## config.mk

```make
export PLATFORM = sky130hd
export DESIGN_NAME = deadtime_gen_nch
export DESIGN_NICKNAME = d
export VERILOG_FILES = /design/src/rtl/deadtime_gen_nch.sv
export SDC_FILE = /design/constraint.sdc
export NUM_CORES = 1
export LEC_CHECK = 0
export BUFFER_PORTS_ARGS = -buffer_cell sky130_fd_sc_hd__buf_2
export CAP_MARGIN = 20
export CELL_PAD_IN_SITES_DETAIL_PLACEMENT = 1
export CELL_PAD_IN_SITES_GLOBAL_PLACEMENT = 1
export CORE_MARGIN = 3
export CORE_UTILIZATION = 45
export CTS_CLUSTER_DIAMETER = 40
export DETAILED_ROUTE_END_ITERATION = 12
export PLACE_DENSITY = 0.79
export SLEW_MARGIN = 20
export SYNTH_ARGS = -nofsm -noshare
export SYNTH_HDL_FRONTEND = slang
export SYNTH_SLANG_ARGS = --single-unit
```

## constraint.sdc

```tcl
create_clock -name clk -period 2.4 [get_ports clk]
set_input_delay 0 -clock clk [delete_from_list [all_inputs] [get_ports clk]]
set_output_delay 0 -clock clk [all_outputs]
set_load 0.05 [all_outputs]
```

## src/rtl/deadtime_gen_nch.sv

```systemverilog
// Multi-channel dead-time generator for half-bridge gate drive.
// Two-flop input pipeline, per-leg PASS/DEAD FSM, sticky shoot-through flags.
module deadtime_gen_nch #(
  parameter int NUM_CH = 3,
  parameter int DT_W   = 6
) (
  input  logic              clk,
  input  logic              rst,
  input  logic              en,
  input  logic [DT_W-1:0]   dt_cycles,
  input  logic [NUM_CH-1:0] high_in,
  input  logic [NUM_CH-1:0] low_in,
  output logic [NUM_CH-1:0] high_out,
  output logic [NUM_CH-1:0] low_out,
  output logic [NUM_CH-1:0] dt_busy,
  output logic [NUM_CH-1:0] fault,
  input  logic              fault_clr
);

  typedef enum logic {PASS, DEAD} state_e;

  state_e            state_q [NUM_CH];
  state_e            state_d [NUM_CH];
  logic [DT_W-1:0]   cnt_q   [NUM_CH];
  logic [DT_W-1:0]   cnt_d   [NUM_CH];

  logic [NUM_CH-1:0] hi_q, hi_qq;
  logic [NUM_CH-1:0] lo_q, lo_qq;
  logic [NUM_CH-1:0] hout_q, hout_d;
  logic [NUM_CH-1:0] lout_q, lout_d;
  logic [NUM_CH-1:0] fault_q, fault_d;
  logic [NUM_CH-1:0] chg, shoot;
  logic [NUM_CH-1:0] busy;

  always_comb begin
    chg   = (hi_q ^ hi_qq) | (lo_q ^ lo_qq);
    shoot = hi_q & lo_q;
    // a fresh overlap beats a coincident clear
    fault_d = fault_clr ? shoot : (fault_q | shoot);
  end

  always_comb begin
    hout_d = '0;
    lout_d = '0;
    busy   = '0;
    for (int ch = 0; ch < NUM_CH; ch++) begin
      state_d[ch] = state_q[ch];
      cnt_d[ch]   = cnt_q[ch];
      busy[ch]    = (state_q[ch] == DEAD);
      if (!en) begin
        state_d[ch] = PASS;
        cnt_d[ch]   = '0;
      end else begin
        unique case (state_q[ch])
          PASS: begin
            if (chg[ch] && (dt_cycles != '0)) begin
              state_d[ch] = DEAD;
              cnt_d[ch]   = dt_cycles - DT_W'(1);
            end else begin
              cnt_d[ch]  = '0;
              hout_d[ch] = hi_q[ch];
              lout_d[ch] = lo_q[ch];
            end
          end
          DEAD: begin
            if (chg[ch]) begin
              if (dt_cycles != '0) begin
                cnt_d[ch] = dt_cycles - DT_W'(1);
              end else begin
                state_d[ch] = PASS;
                cnt_d[ch]   = '0;
              end
            end else if (cnt_q[ch] != '0) begin
              cnt_d[ch] = cnt_q[ch] - DT_W'(1);
            end else begin
              state_d[ch] = PASS;
              hout_d[ch]  = hi_q[ch];
              lout_d[ch]  = lo_q[ch];
            end
          end
        endcase
      end
      if (shoot[ch]) begin
        hout_d[ch] = 1'b0;
        lout_d[ch] = 1'b0;
      end
    end
  end

  always_ff @(posedge clk or posedge rst) begin
    if (rst) begin
      hi_q    <= '0;
      hi_qq   <= '0;
      lo_q    <= '0;
      lo_qq   <= '0;
      hout_q  <= '0;
      lout_q  <= '0;
      fault_q <= '0;
      for (int ch = 0; ch < NUM_CH; ch++) begin
        state_q[ch] <= PASS;
        cnt_q[ch]   <= '0;
      end
    end else begin
      hi_q    <= high_in;
      hi_qq   <= hi_q;
      lo_q    <= low_in;
      lo_qq   <= lo_q;
      hout_q  <= hout_d;
      lout_q  <= lout_d;
      fault_q <= fault_d;
      for (int ch = 0; ch < NUM_CH; ch++) begin
        state_q[ch] <= state_d[ch];
        cnt_q[ch]   <= cnt_d[ch];
      end
    end
  end

  assign high_out = hout_q;
  assign low_out  = lout_q;
  assign dt_busy  = busy;
  assign fault    = fault_q;

endmodule

```

==> metrics.sh <==
STATUS='completed'
CLOCK-SKEW-FINAL_NS=0.00408
SYNTHESIS.AREA_UM2=2050
WORSTSKEWPAIRLATENCY_NS=0.30
CRITICALPATHCATEGORY='reg2reg'
CELLPOWERDENSITY_nW_PER_UM2=725
SYNTH_ASYNC_SR_FLOP_SHARE=1.00
GRT_USAGE=0.216
CRIT_BUF_INV=0
POSTCTSHOLDBUFS=8
DIE_HEIGHT_UM=73.5
AREA_GROWTH_SYN_TO_LAYOUT_PCT=18.9
WIRE_LENGTH_OF_THE_FIRST_GLOBAL_ROUTING_PASS_UM=8980
FINALMAXSLEWVIOLATIONS=0
AVGVIACOUNTPERCELL=5.91
SYNTH_MOST_COMMON_CELL='dfrtp_1'
ANTENNA_FOUND_INITIAL=0
WORST_REG2REG_ENDPOINT='cnt_q[3]$_DFFE_PP0P_'
POSTCTSSETUPREPAIRBUFS=0
MIN_PATH_CELLS=2
HOLDPATHEND='cnt_q[0]$_DFFE_PP0P_'
STD_CELL_ROWS=23
ANTENNADIODECOUNT=0
LEAKAGEPOWER_nW=1.12
CLK_TRANSITION_REPORTED_PATHS_NS=0.08
FIN_NETS=252
REMAINING_DRC_ERRORS=0
IO-PIN-COUNT=28
CLOCKROOTBUFFER='clkbuf_8'
TIMING_HOLD_VIOLATIONS_FINAL=0
DRV.MAX_CAP_VIOLATION_COUNT=0
WIRE_PER_INST_UM=18.8
CHIPWIDTH_UM=73.5
DPL-INSTANCE-AREA_UM2=2250
CTS-BUFFERS-INSERTED=5
CP.REQUIRED_NS=2.56
YOSYSWARNINGS=0
SETUP_VIOLATIONS=0
VDD_DROP_MAX_uV=406
UTILIZATION=0.581
CRITICAL_PATH_START_TYPE='register'
FMAX_GHz=0.530
MAX_FO_CRITICAL_PATH=5
SYNTH_EDF_COUNT=0
DRT_PRE_ANTENNA_ITERS=4
ANTENNA_LEFT=0
POST_ROUTE_CELLS_DRIVE_ABOVE_1_SHARE=0.205
GRT_MAX_DEGREE=43
INITIAL_UTILIZATION=0.488
MIN_FROM='en'
POST_CTS_RESIZE_COUNT=0
POSTSYNTHAREAPERCELL_UM2=11.0
TOTALWIRELENGTH_UM=5240
R2R_CELLS=4
SYNTH_CELLS=187
CORE-AREA_UM2=4200
POST-ROUTE-MIN-PERIOD_NS=1.89
FIRST_ITER_VIOLATIONS=81
RSZ0062_AT_GRT='no'
WORSTPATHARRIVAL_NS=2.05
DETAILROUTE.VIA_COUNT=1650
DP_HPWL_UM=3660
WORST_SLEW_MARGIN_REL=0.587
FINAL_DESIGN_AREA_NO_FILL_UM2=2440
SYNTHTOPCELLSBYCOUNT='42 x dfrtp_1, 15 x nor2_1, 12 x a21oi_1, 12 x inv_1, 12 x o21ai_0'
PLACEMENT.IO_BUFFERS=27
TRITONCTS='done'
CTS-HTREE-LEVELS=2
CRIT_FAMILY='simple AND/OR/NAND/NOR gates'
CAPTURING_ELEMENT_TYPE_OF_THE_CRITICAL_PATH='register'
WORST_HOLD_PATH_TYPE='in2reg'
SYNTH-MAIN-FF-CELL='dfrtp_1'
CRIT_PATH_MAX_INCR_DELAY_NS=0.42
FLOORPLAN.DIE_AREA_UM2=5410
CP_SLOWEST_CELL='o21ai_0'
GRT_PASS1_VIAS=1871
CTS_BUFFER_DEPTH=2
SYNTH_SEQ_AREA_SHARE=0.512
CTS_NUM_SINKS=42
R2R_SETUP_SLACK_NS=0.51
SYN-NUM-NETS=211
SYNTH_AREA_LEADER_CELL='dfrtp_1'
TIMING.FINAL.CRIT_SHARE=0.786
BEGINNING_OF_THE_WORST_REGISTER_TO_REGISTER_PATH='cnt_q[3]$_DFFE_PP0P_'
SYNTH.FF_LATCH_COUNT=42
GRT_REMAINING_OVERFLOW=0
CRITICAL_PATH.CELL_CHAIN='or3_4, or3b_4, o21ai_0, nor2_1'
FINAL.SETUP.TNS_NS=0
SYNTH.TOP_CELLS.BY_AREA='dfrtp_1 51%, ha_1 4.9%, xnor2_1 3.8%, xor2_1 3.8%, o221a_2 3.3%'
YOSYSTOPAREACELLSHARE=0.512
YS_TYPES=30
TIMING_WORST_SLEW_PIN_VALUE_NS=0.612
GLOBALPLACE.CONGESTION=0.804
-- metal layers --
metal | vias up | global-route usage | part of all wire
li1 | 767 | - | -
met1 | 819 | 0.261 | 0.43
met2 | 55 | 0.373 | 0.50
met3 | 9 | 0.0451 | 0.055
met4 | 0 | 0.0845 | 0.015
met5 | - | 0 | 0
-- power breakdown --
| part | switching [mW] | internal, mW | leakage, nW |
|---|---|---|---|
| Combinational | 0.235 | 0.156 | 0.539 |
| Sequential | 0.0527 | 0.759 | 0.533 |
| Clock | 0.255 | 0.311 | 0.0514 |
-- how the worst max path moves through the flow --
stage                              start                   end  cells past startpoint
finish              cnt_q[3]$_DFFE_PP0P_  cnt_q[3]$_DFFE_PP0P_                      4
global route        cnt_q[3]$_DFFE_PP0P_  cnt_q[4]$_DFFE_PP0P_                      4
CTS                 cnt_q[3]$_DFFE_PP0P_  cnt_q[3]$_DFFE_PP0P_                      4
detailed placement  cnt_q[3]$_DFFE_PP0P_  cnt_q[3]$_DFFE_PP0P_                      4
global placement    cnt_q[3]$_DFFE_PP0P_  cnt_q[4]$_DFFE_PP0P_                      4
floorplan           cnt_q[3]$_DFFE_PP0P_  cnt_q[0]$_DFFE_PP0P_                      4
-- through the flow --
step | power (mW) | setup WS, ns | hold slack (ns) | cells
floorplan | 1.09 | 0.643 | 0.0314 | 187
global placement | 1.18 | 0.563 | 0.109 | 263
detailed placement | 1.20 | 0.519 | 0.110 | 263
CTS | 1.78 | 0.500 | 0.0778 | 279
global route | 1.86 | 0.316 | 0.0944 | 279
finish | 1.77 | 0.515 | 0.0789 | 279
-- state kept, by name, summed over array words and instances, names as in the netlist --
register	cells
high_out	3
hi_qq	3
lo_qq	3
lo_q	3
low_out	3
hi_q	3
fault	3
cnt_q	18
dt_busy	3
-- cells by family after synthesis --
group	synth area share
xor gates and xnor gates	0.0768
DFF	0.512
adders and majority gates	0.0488
AOI/OAI and AO/OA	0.183
buffers and inverters	0.0256
and+or+nand+nor	0.154
-- layout make-up --
type,count,area [µm²]
well taps,50,62.6
repair buffers,36,223
flip-flops and latches,42,1050
inverters,12,45.0
clock inverters,2,37.5
fillers,455,1760
clock buffers,6,72.6
multi-input cells,131,948
-- layout by cell type (no fill, tap or decap) --
cell and n:
nor2_1 15, o31a_2 1, or3_1 3, o21ai_0 12
nor4bb_1 4, and3_1 3, a2bb2oi_1 6, clkinvlp_4 1
or3b_4 1, o2bb2ai_1 3, xnor2_1 9, nand2b_1 1
bufinv_16 1, dlygate4sd3_1 8, dfrtp_1 42, nand3_1 5
nor4_1 6, xor2_1 9, or3_4 1, buf_4 1
a22oi_1 6, ha_1 8, o22a_2 1, nor3_1 2
clkbuf_1 1, buf_2 27, and4bb_2 2, clkbuf_8 5
o31a_1 3, or2_0 1, inv_1 12, o22a_1 2
nor3b_1 4, o221a_2 6, nand2_1 5, a21oi_1 12
Power figures use the tool's default switching activity.
